## src/rtl/regfile_writeback.sv

```systemverilog
// Write-side controller for the register file: in-order result queue with
// pending-write vector. Optional operand lookup when REGFILE_WB_BYPASS_EN is defined.
module regfile_writeback #(
  parameter int DEPTH = 4,
  parameter int XLEN  = 32,
  parameter int NREG  = 32
) (
  input  logic                     clk,
  input  logic                     rst,
`ifdef REGFILE_WB_BYPASS_EN
  input  logic [4:0]               i_byp_addr0,
  input  logic [4:0]               i_byp_addr1,
  output logic                     o_byp_hit0,
  output logic                     o_byp_hit1,
  output logic [XLEN-1:0]          o_byp_data0,
  output logic [XLEN-1:0]          o_byp_data1,
`endif
  input  logic                     i_ld_valid,
  output logic                     o_ld_ready,
  input  logic [4:0]               i_ld_rd,
  input  logic [XLEN-1:0]          i_ld_data,
  input  logic                     i_alu_valid,
  output logic                     o_alu_ready,
  input  logic [4:0]               i_alu_rd,
  input  logic [XLEN-1:0]          i_alu_data,
  input  logic                     i_wb_hold,
  output logic                     o_rf_we,
  output logic [4:0]               o_rf_waddr,
  output logic [XLEN-1:0]          o_rf_wdata,
  output logic [NREG-1:0]          o_busy,
  output logic [$clog2(DEPTH):0]   o_count
);

  localparam int AW = $clog2(DEPTH);
  localparam logic [AW:0] FULL = (AW+1)'(DEPTH);

  logic [4:0]       r_rd   [DEPTH];
  logic [XLEN-1:0]  r_data [DEPTH];
  logic [DEPTH-1:0] r_vld;
  logic [AW-1:0]    r_wptr;
  logic [AW-1:0]    r_rptr;
  logic [AW:0]      r_count;
  logic [4:0]       r_last_addr;
  logic [XLEN-1:0]  r_last_data;

  logic             w_not_full;
  logic             w_acc_ld;
  logic             w_acc_alu;
  logic             w_push;
  logic             w_pop;
  logic [4:0]       w_push_rd;
  logic [XLEN-1:0]  w_push_data;
  logic [DEPTH-1:0] w_push_mask;
  logic [DEPTH-1:0] w_pop_mask;
  logic [NREG-1:0]  w_busy;

  // Full test looks only at the registered count, so a same-cycle drain never frees a slot.
  assign w_not_full  = (r_count < FULL);
  assign o_ld_ready  = w_not_full;
  assign o_alu_ready = w_not_full & ~i_ld_valid;
  assign w_acc_ld    = i_ld_valid & w_not_full;
  assign w_acc_alu   = i_alu_valid & o_alu_ready;
  assign w_push_rd   = w_acc_ld ? i_ld_rd : i_alu_rd;
  assign w_push_data = w_acc_ld ? i_ld_data : i_alu_data;
  assign w_push      = (w_acc_ld | w_acc_alu) & (w_push_rd != 5'd0);
  assign w_pop       = (r_count != {(AW+1){1'b0}}) & ~i_wb_hold;

  assign w_push_mask = {DEPTH{w_push}} & ({{(DEPTH-1){1'b0}}, 1'b1} << r_wptr);
  assign w_pop_mask  = {DEPTH{w_pop}}  & ({{(DEPTH-1){1'b0}}, 1'b1} << r_rptr);

  // Write port shows the head while draining, otherwise the last written pair.
  assign o_rf_we    = w_pop;
  assign o_rf_waddr = w_pop ? r_rd[r_rptr]   : r_last_addr;
  assign o_rf_wdata = w_pop ? r_data[r_rptr] : r_last_data;
  assign o_count    = r_count;

  // Queue storage, pointers, occupancy and last-written registers.
  always_ff @(posedge clk or posedge rst) begin
    if (rst) begin
      for (int i = 0; i < DEPTH; i++) begin
        r_rd[i]   <= 5'd0;
        r_data[i] <= {XLEN{1'b0}};
      end
      r_vld       <= {DEPTH{1'b0}};
      r_wptr      <= {AW{1'b0}};
      r_rptr      <= {AW{1'b0}};
      r_count     <= {(AW+1){1'b0}};
      r_last_addr <= 5'd0;
      r_last_data <= {XLEN{1'b0}};
    end else begin
      if (w_push) begin
        r_rd[r_wptr]   <= w_push_rd;
        r_data[r_wptr] <= w_push_data;
        r_wptr         <= r_wptr + {{(AW-1){1'b0}}, 1'b1};
      end
      if (w_pop) begin
        r_last_addr <= r_rd[r_rptr];
        r_last_data <= r_data[r_rptr];
        r_rptr      <= r_rptr + {{(AW-1){1'b0}}, 1'b1};
      end
      r_vld   <= (r_vld & ~w_pop_mask) | w_push_mask;
      r_count <= r_count + {{AW{1'b0}}, w_push} - {{AW{1'b0}}, w_pop};
    end
  end

  // Pending-write vector: one bit per destination of every occupied entry.
  always_comb begin
    w_busy = {NREG{1'b0}};
    for (int i = 0; i < DEPTH; i++) begin
      w_busy = w_busy | ({{(NREG-1){1'b0}}, r_vld[i]} << r_rd[i]);
    end
    w_busy[0] = 1'b0;
  end

  assign o_busy = w_busy;

`ifdef REGFILE_WB_BYPASS_EN
  logic [AW-1:0] w_idx;
  logic          w_m0;
  logic          w_m1;

  // Walk oldest to youngest so the youngest matching entry supplies the data.
  always_comb begin
    o_byp_hit0  = 1'b0;
    o_byp_hit1  = 1'b0;
    o_byp_data0 = {XLEN{1'b0}};
    o_byp_data1 = {XLEN{1'b0}};
    w_idx       = r_rptr;
    w_m0        = 1'b0;
    w_m1        = 1'b0;
    for (int k = 0; k < DEPTH; k++) begin
      w_idx       = r_rptr + AW'(k);
      w_m0        = r_vld[w_idx] & (r_rd[w_idx] == i_byp_addr0) & (i_byp_addr0 != 5'd0);
      w_m1        = r_vld[w_idx] & (r_rd[w_idx] == i_byp_addr1) & (i_byp_addr1 != 5'd0);
      o_byp_hit0  = o_byp_hit0 | w_m0;
      o_byp_hit1  = o_byp_hit1 | w_m1;
      o_byp_data0 = w_m0 ? r_data[w_idx] : o_byp_data0;
      o_byp_data1 = w_m1 ? r_data[w_idx] : o_byp_data1;
    end
  end
`endif

endmodule
```

## config.mk

```make
export PLATFORM = sky130hd
export DESIGN_NAME = regfile_writeback
export DESIGN_NICKNAME = d
export VERILOG_FILES = /design/src/rtl/regfile_writeback.sv
export SDC_FILE = /design/constraint.sdc
export NUM_CORES = 1
export LEC_CHECK = 0
export BUFFER_PORTS_ARGS = -buffer_cell sky130_fd_sc_hd__buf_2
export CAP_MARGIN = 25
export CORE_ASPECT_RATIO = 0.7
export CORE_UTILIZATION = 35
export CTS_BUF_LIST = sky130_fd_sc_hd__clkbuf_2 sky130_fd_sc_hd__clkbuf_4 sky130_fd_sc_hd__clkbuf_8
export DETAILED_ROUTE_END_ITERATION = 10
export SYNTH_ARGS = -nofsm -noshare
export SYNTH_HDL_FRONTEND = slang
export SYNTH_SLANG_ARGS = --single-unit
export TNS_END_PERCENT = 100
```

## constraint.sdc

```tcl
create_clock -name clk -period 5.2 [get_ports clk]
set_input_delay 0 -clock clk [delete_from_list [all_inputs] [get_ports clk]]
set_output_delay 0 -clock clk [all_outputs]
set_load 0.005 [all_outputs]
```

# After elaboration in Yosys (flattened, before gate mapping)
# Index checks and enable logic that the tools add are counted.
# op_classes
add_sub_neg	4
mul	0
div	0
magnitude_cmp	4
n_eq_ne	0
shifts	6
n_mux	16
bitwise_logic	18
n_reduce_logical	3
# ops
op	count
2-to-1 mux 32 bit	5
bitwise mux 128 bit	1
<< shifter 1 x 5 -> 32 bit	4
OR 32 bit	3
binary-select mux 32 bit (select 2 bit)	1
demux 32 bit (select 2 bit)	1
2-to-1 mux 5 bit	5
bitwise mux 20 bit	1
bitwise AND 4 bit	3
binary-select mux 5 bit (select 2 bit)	1
demux 5 bit (select 2 bit)	1
<< shifter 1 x 2 -> 4 bit (first input constant)	2
>= comparator 3 bit (second input constant)	2
NOT 2 -> 3 bit	2
bitwise AND 1 bit	5
nonzero test 5 bit	1
adder 2 x 1 -> 2 bit (second input constant)	2
NOT 4 bit	1
OR 4 bit	1
adder 3 x 1 -> 3 bit	1
less-than comparator 3 x 1 -> 1 bit (second input constant)	1
less-than comparator 3 bit (second input constant)	1
nonzero test 3 bit	1
subtractor 3 x 1 -> 3 bit	1
other kinds (3)	4
# totals
ff_bits	196
latchBits	0
ram_bits	0
romBits	0
input_bits	79
out_inout_bits	75
elab_cells	65
mem_count	0

# Longest topological paths before layout
# Gate-level depths: netlist of run 1.
# depth
depth_word	7
depth_mapped	11
ltp_nobuf	10

# Worst setup path before layout of run 1
# No wires, ideal clock.
# synth_timing
path_type	register to register
from	register r_count[2], in the netlist o_count[2]
to	register r_count[2], in the netlist o_count[2]
setup_time_ps	128
t_arrival_ps	2423
required_ps	5072
setup_slack_ps	2649
path_stages_with_launch	11
n_path_buf	1
period_less_slack_ps	2551
path_cell_list	dfrtp_1 > nor3_1 > nor2_1 > clkbuf_1 > ha_1 > inv_1 > ha_1 > inv_1 > fa_1 > xnor2_1 > xnor2_1
# synth_via
elab_cells_between_ends	12
classes_between	add/sub: 2; order compare: 1; mux: 1; bitwise: 6; reduce/logical: 2
# synth_lines
element	line	rtl
start, declared	42	logic [AW:0] r_count;
start signal, assigned	87	r_count <= {(AW+1){1'b0}};
start signal, assigned	102	r_count <= r_count + {{AW{1'b0}}, w_push} - {{AW{1'b0}}, w_pop};
nonzero test 3 bit	66	assign w_pop = (r_count != {(AW+1){1'b0}}) & ~i_wb_hold;
bitwise AND 1 bit	66	
via o_rf_we	27	output logic o_rf_we,
subtractor 3 x 1 -> 3 bit	102	
# The timed path passes the listed nets, and every way through them passes these cells.
# A chain may end at the register's enable or synchronous reset.

# Worst setup path after layout of run 1
# layout_timing
from	register r_rptr[1]
to	output port o_rf_wdata[5]
# layout_via
elab_chain_cells	5
# layout_lines
element	line	rtl
start, declared	41	logic [AW-1:0] r_rptr;
start signal, assigned	86	r_rptr <= {AW{1'b0}};
start signal, assigned	99	r_rptr <= r_rptr + {{(AW-1){1'b0}}, 1'b1};
NOT 2 -> 3 bit (implied by the code)	74	assign o_rf_wdata = w_pop ? r_data[r_rptr] : r_last_data;
binary-select mux 32 bit (select 2 bit)	74	
2-to-1 mux 32 bit (implied by the code) (2 in series)	74	
2-to-1 mux 32 bit	-	
end, declared	29	output logic [XLEN-1:0] o_rf_wdata,
# Every way passes these cells. The select of a mux whose other input is x is not followed.

==> flow_summary_export.csv, run 1 <==
group,metric,value,unit
outcome,status,"finished, violations left",
outcome,violations,"DRC",
power_and_ir_drop,leakagePower,5.900,nW
place,gp_congestion,0.9400,
power_and_ir_drop,ir_drop,393.4,uV
yosys,async_reset_ff_share,100.0,%
yosys,synth_top_family_by_area,"multiplexers",
finish,antennaDiodeCount,0,
yosys,yosys.area.top_type_share,47.60,%
worst_setup_path,path_cells,"buf_4 > mux4_2 > mux2_2 > buf_2",
drt,avgRoutedWirePerCell,18.74,um
worst_setup_path,critPathKind,"reg -> out",
drt,wirelength,25660,um
drt,vias,6972,
worst_hold_path,hp-class,"in -> async",
timing,slew_headroom,34.95,%
power_and_ir_drop,power,7.683,mW
yosys,netlist_instances,773,
die,num_io_pins,154,
finish,drive_gt1_share,41.98,%
worst_setup_path,arrival,2.83,ns
yosys,ys_seq_area_share,47.60,%
timing,rsz0062_at_grt,"false",
place,hpwl,15900,um
yosys,synth_compound_area_share,5.804,%
global_routing,grt_usage,17.66,%
clocking,tritoncts,"done",
timing,tns,0,ns
clocking,clock-root-buffer,"clkbuf_8",
timing,holdWs,0.05324,ns
clocking,insertion_delay,0.48,ns
yosys,synth-xor-area-share,0.3400,%
clocking,cts_buffer_depth,2,
yosys,synthFlopType,"dfrtp_1",
timing,fmax,352.8,MHz
worst_setup_path,path_delay_family,"multiplexers",
drt,drc,10,
die,die_area,0.03014,mm^2
drt,dr.pass1.iters,10,
yosys,yosysTopAreaCell,"dfrtp_1",
timing,fin_crit,2.834,ns
timing,hold_viol_final,0,
yosys,synth_edf_count,0,
yosys,synth-seq-cells,196,
worst_setup_path,end_kind,"output port",
die,coreArea,0.02889,mm^2
timing,period_share,54.51,%
worst_setup_path,cp_slowest_stage_delay,0.79,ns
global_routing,grt_pass1_wl,41460,um
yosys,synth.area.mux_share,31.67,%
yosys,synth_nets,863,
worst_setup_path,cp_max_fo,23,
yosys,synth_area,0.01030,mm^2
place,io_buffers,152,
worst_setup_path,cp.depth,4,
yosys,synthTopCellsByArea,"dfrtp_1 (48%), mux2_4 (14%), mux2_2 (8.2%)",
yosys,synth.avg_cell_area,13.33,um^2
yosys,synthTopCellsByCount,"dfrtp_1 (196), nand2_1 (135), mux2_4 (96), mux2_2 (75), mux4_2 (37)",
die,std_cell_rows,52,
drt,avgViaCountPerCell,5.093,
timing,finalSetupViolations,0,
clocking,postCtsHoldBufs,71,
yosys,yosysWarnings,0,
yosys,synth-simple-area-share,9.302,%
clocking,cts-resized-gates,0,
clocking,cts_made_buffers,17,
die,initial_core_util,35.67,%
yosys,synthAdderAreaFrac,1.409,%
clocking,cts.clk_slew.worst_paths,0.10,ns
timing,drv_slew,0,
timing,finClkSkew,0.01337,ns
yosys,yosysUniqueCellTypes,41,
yosys,yosysMostFrequentCell,"dfrtp_1",
drt,ant_nets,0,
finish,final_nets,1068,
die,die_w,207.1,um
finish,nFillCells,2689,
die,chipHeight,145.6,um
clocking,clock-sinks,196,
global_routing,grt_max_degree,180,
clocking,cts_setup_buffers,0,
global_routing,first_global_vias,7188,
global_routing,grt_overflow,0,
worst_setup_path,cp.required,5.20,ns
worst_setup_path,rr_worst_depth,10,
job,drv_cap,0,
worst_setup_path,crit_buf_inv,2,
power_and_ir_drop,p_per_area,617.0,mW/mm^2
worst_setup_path,cp_slowest_cell,"dfrtp_2",
clocking,htree_num_levels,4,
worst_setup_path,start_kind,"flip-flop",
finish,area_growth,20.85,%
global_routing,antenna_found_initial,0,
timing,worstMarginPinSlew,0.9757,ns
drt,drt_iter0_drc,447,
==> state kept, by name, indices dropped and copies added, names as in the netlist <==
register     cells
r_vld            4
r_data         128
r_rd            20
r_last_addr      5
r_rptr           2
r_last_data     32
r_wptr           2
o_count          3
==> metal layers <==
metal,routed length (um),vias to the layer above,track usage [%]
met3,1290,33,3.474
li1,-,3205,-
met2,11000,220,25.27
met5,0,-,0
met4,337,0,4.515
met1,13040,3514,27.10
==> report_power, final <==
part           switching (mW)  internal, mW  leakage (nW)
sequential              0.561          2.30          2.37
combinational            1.59          2.11          3.30
clock                   0.563         0.558         0.229
total                    2.72          4.96          5.90
==> cells by family after synthesis <==
| family | after synthesis |
|---|---|
| multiplexers | 221 |
| AND/OR/NAND/NOR | 208 |
| flip-flops | 196 |
| AO/OA/AOI/OAI | 76 |
| buffers and inverters | 56 |
| adder cells (fa/ha/maj) | 11 |
| XOR/XNOR | 4 |
| other | 1 |
==> worst reg2reg max path: stages, from the launching register on <==
cell and delay [ns]:
dfrtp_1 0.49, nand2b_2 0.23, or3_1 0.52, nand3_1 0.24, ha_1 0.26, inv_1 0.06
ha_1 0.12, inv_1 0.05, fa_1 0.39, xnor2_1 0.14, xnor2_1 0.12
==> placed cells by master, fill, tap and decap left out, drive strengths merged, types with 4 or more instances in the layout <==
master and n:
dfrtp 196, mux2 182, buf 162, nand2 135
dlygate4sd3 71, mux4 37, o221ai 24, a22oi 20
nor2 20, clkbuf 19, inv 13, nand2b 12
nor2b 11, ha 10, o21ai 9, nand3 9
nand4 7, a2bb2oi 6, nor3 5, o211ai 5
xnor2 4, a21bo 4, bufinv 4
==> through the flow <==
step	utilization, %	area (um^2)	setup slack (ns)	cells
after floorplan	-	10310	2.649	773
after global placement	39.07	11290	2.437	1266
after detailed placement	39.07	11290	2.422	1266
after CTS	43.10	12450	2.240	1369
after global routing	43.10	12450	2.154	1369
final	43.10	12450	2.366	1369
==> cell type report <==
class	instances	area [um^2]	area share, %
clock buffer	19	261.5	2.100
clock inverter	13	192.7	1.547
inverter	9	37.54	0.3014
multi-input combinational	521	5021	40.32
sequential	196	4907	39.41
tap	378	473.0	3.798
timing repair buffer	233	1559	12.52
==> final timing paths <==
path | startpoint | end | slack, ns
max | r_rptr[1] | o_rf_wdata[5] | 2.37
min | rst | o_count[2] | 0.05
max reg2reg | o_count[2] | o_count[2] | 2.46
min reg2reg | r_data[116] | r_data[116] | 0.50
max in group asynchronous | rst | r_last_addr[4] | 3.85
min in group clk | i_ld_rd[3] | r_rd[3] | 0.07
(Power assumes the default switching activity.)
==> run 2: changes to the inputs <==
==> constraint.sdc (replaced) <==
create_clock -name clk -period 2.7 [get_ports clk]
set_input_delay 0 -clock clk [delete_from_list [all_inputs] [get_ports clk]]
set_output_delay 0 -clock clk [all_outputs]
set_load 0.005 [all_outputs]
==> run 2 against run 1 <==
Net effect:
- the run still ends with DRC left
- flip-flop and latch count unchanged
- clock skew decreased by 0.0029 ns
- via count increased by 2.3%
- total power increased by 93%
- register-to-register slack got worse by 2.1 ns
==> flow_summary_export.csv, run 2 (synthesis gave the netlist of run 1 again) <==
group,metric,value,unit
global_routing,grt_usage,17.86,%
clocking,htree_num_levels,4,
power_and_ir_drop,leakagePower,5.985,nW
drt,wl_met2,11120,um
drt,vias,7129,
timing,hold_viol_final,0,
power_and_ir_drop,ir_drop,560.0,uV
worst_hold_path,holdCritStartpoint,"i_alu_valid",
finish,final_util,43.67,%
die,chipHeight,145.6,um
outcome,violations,"DRC",
clocking,clock-sinks,196,
place,gp_congestion,0.9570,
timing,fin_crit,2.579,ns
place,io_buffers,152,
worst_setup_path,cp_slowest_stage_delay,0.59,ns
worst_setup_path,path_delay_family,"simple AND/OR/NAND/NOR gates",
clocking,tritoncts,"done",
clocking,cts_made_buffers,17,
drt,met1_length,12810,um
global_routing,grt_overflow,0,
finish,antennaDiodeCount,0,
worst_setup_path,start_kind,"primary input",
clocking,clock-root-buffer,"clkbuf_8",
die,coreArea,0.02889,mm^2
clocking,cts.clk_slew.worst_paths,0.09,ns
finish,largest_register_ffs,128,
timing,drv_slew,0,
worst_setup_path,crit_start,"i_ld_rd[0]",
worst_setup_path,path_cells,"dlygate4sd3_1 > buf_2 > or4_1 > or3_1 > nand3_1 > ha_1 > inv_1 > ha_1 > inv_1 > fa_1 > xnor2_1 > xnor2_1",
timing,tns,0,ns
finish,mostFrequentLayoutCells,"dfrtp_1 (194), buf_2 (152), nand2_1 (135)",
drt,avgViaCountPerCell,5.147,
drt,avgRoutedWirePerCell,18.56,um
outcome,status,"finished, violations left",
worst_setup_path,cp_max_fo,3,
global_routing,first_global_vias,7318,
drt,drc,12,
drt,dr.pass1.iters,9,
job,drv_cap,0,
drt,wl_met3,1493,um
die,initial_core_util,35.67,%
worst_setup_path,end_kind,"flip-flop",
timing,finalSetupViolations,0,
finish,area_growth,22.44,%
worst_setup_path,cp.required,3.08,ns
place,hpwl,17000,um
clocking,cts_setup_buffers,0,
power_and_ir_drop,p_per_area,1174,mW/mm^2
finish,final_common_cell,"dfrtp_1",
finish,multiInputGateArea,0.005021,mm^2
worst_setup_path,crit_buf_inv,4,
timing,worstMarginPinSlew,0.7775,ns
finish,top_register,"r_data",
finish,nFillCells,2669,
drt,routed.top_layer,"met4",
global_routing,grt_pass1_wl,41830,um
clocking,insertion_delay,0.49,ns
finish,final_nets,1084,
timing,fmax,387.8,MHz
drt,wirelength,25710,um
worst_hold_path,hp-class,"in -> reg",
finish,drive_gt1_share,42.90,%
timing,rsz0062_at_grt,"false",
worst_setup_path,arrival,2.96,ns
worst_setup_path,r2r-start,"o_count[2]",
clocking,cts_buffer_depth,2,
worst_setup_path,cp_slowest_cell,"or4_1",
die,die_w,207.1,um
timing,finClkSkew,0.01051,ns
die,num_io_pins,154,
die,std_cell_rows,52,
global_routing,antenna_found_initial,0,
timing,period_share,95.50,%
finish,ff_latch_area,0.004907,mm^2
finish,largestRegisters,"r_data x128, r_last_data x32, r_rd x20",
timing,slew_headroom,48.06,%
drt,drt_iter0_drc,480,
drt,ant_nets,0,
worst_setup_path,critPathKind,"in -> reg",
die,die_area,0.03014,mm^2
global_routing,grt_max_degree,70,
==> run 2: cell type report <==
cell class	instances	share of cell area [%]
Tap cell	378	3.749
Clock buffer	20	2.132
Sequential cell	196	38.90
Timing Repair Buffer	249	14.10
Multi-Input combinational cell	521	39.80
Inverter	9	0.2975
Clock inverter	12	1.022
==> run 2: path summary, 6_finish.rpt <==
kind | cells after the start | end | slack, ns
worst max-delay path | 12 | o_count[2] | 0.12
worst min-delay path | 4 | r_wptr[0] | 0.07
worst max register to register | 10 | o_count[2] | 0.33
worst min register to register | 1 | r_data[122] | 0.50
max in group asynchronous | 5 | r_data[60] | 1.68
min in group asynchronous | 3 | r_last_data[30] | 0.12
==> run 2: where the power goes <==
| group | internal [mW] | switching, mW |
|---|---|---|
| clock | 0.880 | 1.05 |
| combinational | 4.21 | 3.25 |
| sequential | 4.43 | 0.985 |
| total | 9.52 | 5.29 |
==> run 2: tightest hold or removal path, stage by stage <==
cell	delay, ns
buf_2	0.09
o21ba_2	0.13
nand3_1	0.13
xnor2_1	0.16
==> run 2: through the flow <==
stage	cells	setup WS, ns	total power, mW	area, um^2	hold WS (ns)
floorplan	773	0.1490	10.51	10310	0.02691
global placement	1282	0.1486	12.58	11510	0.1085
detailed placement	1282	0.1038	12.68	11510	0.1157
CTS	1385	0.1311	14.94	12620	0.02122
global route	1385	0.008858	15.83	12620	0.05261
finish	1385	0.1214	14.81	12620	0.06605
==> run 2: timing repair <==
item / CTS / global route
gates resized for setup: 0 / 0
hold buffers: 71 / 0
endpoints found under the hold margin: 167 / 0
setup endpoints to repair: 0 / 0
==> run 2: per-layer routing <==
layer / up-vias / GRT usage [%]
li1: 3249 / -
met1: 3608 / 26.90
met2: 242 / 25.69
met3: 30 / 4.338
met4: 0 / 4.216
met5: - / 0
==> run 3: changes to the inputs <==
--- a/config.mk
+++ b/config.mk
@@ -7,10 +7,10 @@
 export LEC_CHECK = 0
 export BUFFER_PORTS_ARGS = -buffer_cell sky130_fd_sc_hd__buf_2
 export CAP_MARGIN = 25
-export CORE_ASPECT_RATIO = 0.7
 export CORE_UTILIZATION = 35
 export CTS_BUF_LIST = sky130_fd_sc_hd__clkbuf_2 sky130_fd_sc_hd__clkbuf_4 sky130_fd_sc_hd__clkbuf_8
 export DETAILED_ROUTE_END_ITERATION = 10
+export RECOVER_POWER = 100
 export SYNTH_ARGS = -nofsm -noshare
 export SYNTH_HDL_FRONTEND = slang
 export SYNTH_SLANG_ARGS = --single-unit
==> run 3 against run 2 <==
Net effect:
- the flow finishes with violations (hold timing, capacitance limit, slew limit)
- first-iteration DRC count decreased by 7.1%
- hold slack got worse by 0.072 ns
- clock-buffer cell count unchanged
- wire length decreased by 4.8%
- design area decreased by 4.8%
- largest cell class is now sequential cells
- highest routed layer unchanged
==> flow_summary_export.csv, run 3 (synthesis gave the netlist of run 1 again) <==
group,metric,value,unit
place,dp_cells,1282,
power_and_ir_drop,p_comb_share,46.7,%
drt,vias,6897,
worst_setup_path,cp.required,3.08,ns
die,die_w,173.6,um
worst_setup_path,arrival,2.92,ns
power_and_ir_drop,pwr-share-clk,14.3,%
global_routing,grt_max_degree,119,
power_and_ir_drop,pwr-share-seq,39.0,%
timing,hold_viol_final,3,
die,chipHeight,173.6,um
finish,antennaDiodeCount,0,
drt,dr.pass1.iters,5,
timing,finClkSkew,0.01726,ns
global_routing,first_global_vias,7211,
clocking,htree_num_levels,4,
place,hpwl,15550,um
drt,drt_iter0_drc,446,
clocking,tritoncts,"done",
timing,holdWs,-0.005637,ns
die,num_io_pins,154,
place,gp_congestion,0.9073,
clocking,insertion_delay,0.45,ns
job,drv_cap,2,
finish,final_cells,1379,
finish,area_growth,16.53,%
power_and_ir_drop,ir_drop,487.8,uV
finish,top_register,"r_data",
finish,mostFrequentLayoutCells,"dfrtp_1 (194), nand2_1 (135), mux2_1 (116)",
power_and_ir_drop,switching_share,36.80,%
place,io_buffers,152,
outcome,status,"finished, violations left",
timing,worstMarginPinSlew,1.950,ns
clocking,clock-sinks,196,
timing,fmax,394.0,MHz
finish,final_common_cell,"dfrtp_1",
timing,tns,0,ns
outcome,violations,"hold timing, capacitance limit, slew limit",
global_routing,antenna_found_initial,0,
clocking,cts.clk_slew.worst_paths,0.10,ns
die,initial_core_util,35.70,%
finish,drive_gt1_share,28.14,%
timing,slew_headroom,-29.98,%
clocking,clock-root-buffer,"clkbuf_8",
clocking,cts_made_buffers,17,
drt,wirelength,24480,um
finish,final_nets,1072,
worst_setup_path,end_kind,"flip-flop",
power_and_ir_drop,p_switching,5.021,mW
worst_hold_path,hp-class,"in -> reg",
worst_setup_path,critPathKind,"in -> reg",
drt,avgRoutedWirePerCell,17.75,um
drt,ant_nets,0,
die,die_area,0.03013,mm^2
finish,largestRegisters,"r_data x128, r_last_data x32, r_rd x20",
timing,drv_slew,198,
drt,avgViaCountPerCell,5.001,
drt,drc,0,
clocking,cts_buffer_depth,2,
power_and_ir_drop,intPower,8.621,mW
finish,final_util,41.61,%
die,coreArea,0.02886,mm^2
timing,period_share,94.00,%
timing,finalSetupViolations,0,
timing,rsz0062_at_grt,"false",
global_routing,grt_usage,16.97,%
power_and_ir_drop,leakagePower,5.334,nW
power_and_ir_drop,p_per_area,1136,mW/mm^2
die,std_cell_rows,62,
finish,largest_register_ffs,128,
worst_setup_path,start_kind,"primary input",
timing,fin_crit,2.538,ns
worst_setup_path,cp_max_fo,3,
global_routing,grt_overflow,0,
power_and_ir_drop,power,13.64,mW
global_routing,grt_pass1_wl,40240,um
## run 3: cell type report
class                   instances  area (um^2)
flip-flops and latches        196         4907
fillers                      2808        16850
multi-input cells             521         4632
well taps                     384        480.5
inverters                       9        35.03
clock buffers                  20        262.8
clock inverters                12        146.4
repair buffers                237         1543
## run 3: repair_timing
action                     4_1_cts  5_1_grt
resized for setup                0        1
hold endpoints to repair       318        1
hold buffers                    64        1
setup endpoints to repair        0        1
buffers inserted                 0        0
## run 3: power groups by stage
stage	registers (mW)	clock network, mW	logic [mW]
3_3_place_gp	5.34	0	7.11
5_1_grt	5.53	2.15	7.00
6_report	5.32	1.95	6.37
2_1_floorplan	5.09	0	5.42
3_5_place_dp	5.39	0	7.20
4_1_cts	5.35	2.03	7.41
## run 3: critical path, cell delays in order
cell and delay (ns):
dlygate4sd3_1 0.54, clkbuf_1 0.11, or4_1 0.55, or3_1 0.40, nand3_2 0.12, ha_1 0.23, inv_1 0.06, ha_1 0.14
inv_1 0.06, fa_1 0.40, xnor2_1 0.17, xnor2_1 0.13
## run 3: per-stage QoR
step	setup WS, ns	hold WS (ns)	instance area, um^2
floorplan	0.1490	0.02691	10310
global placement	0.2164	0.1823	11440
detailed placement	0.1955	0.1807	11440
CTS	0.1410	0.002968	12490
global route	0.06805	0.002639	12010
finish	0.1619	-0.005637	12010
## run 3: worst paths after layout
kind | from | to | slack (ns) | cells past startpoint
worst max-delay path | i_alu_rd[0] | o_count[2] | 0.16 | 12
worst min-delay path | i_ld_data[0] | r_data[0] | -0.006 | 4
worst max register to register | o_count[2] | o_count[2] | 0.38 | 10
worst min register to register | r_last_data[26] | r_last_data[26] | 0.49 | 1
max in group asynchronous | rst | r_rptr[1] | 0.60 | 4
min in group asynchronous | rst | r_data[58] | 0.67 | 4
## run 3: metal layers
metal | share of wire, % | up-vias | track usage (%) | wire [um]
met3 | 4.3 | 27 | 2.851 | 1053
met4 | 1.3 | 0 | 4.569 | 325
met5 | 0 | - | 0 | 0
li1 | - | 3221 | - | -
met2 | 47 | 208 | 27.93 | 11540
met1 | 47 | 3441 | 23.16 | 11560
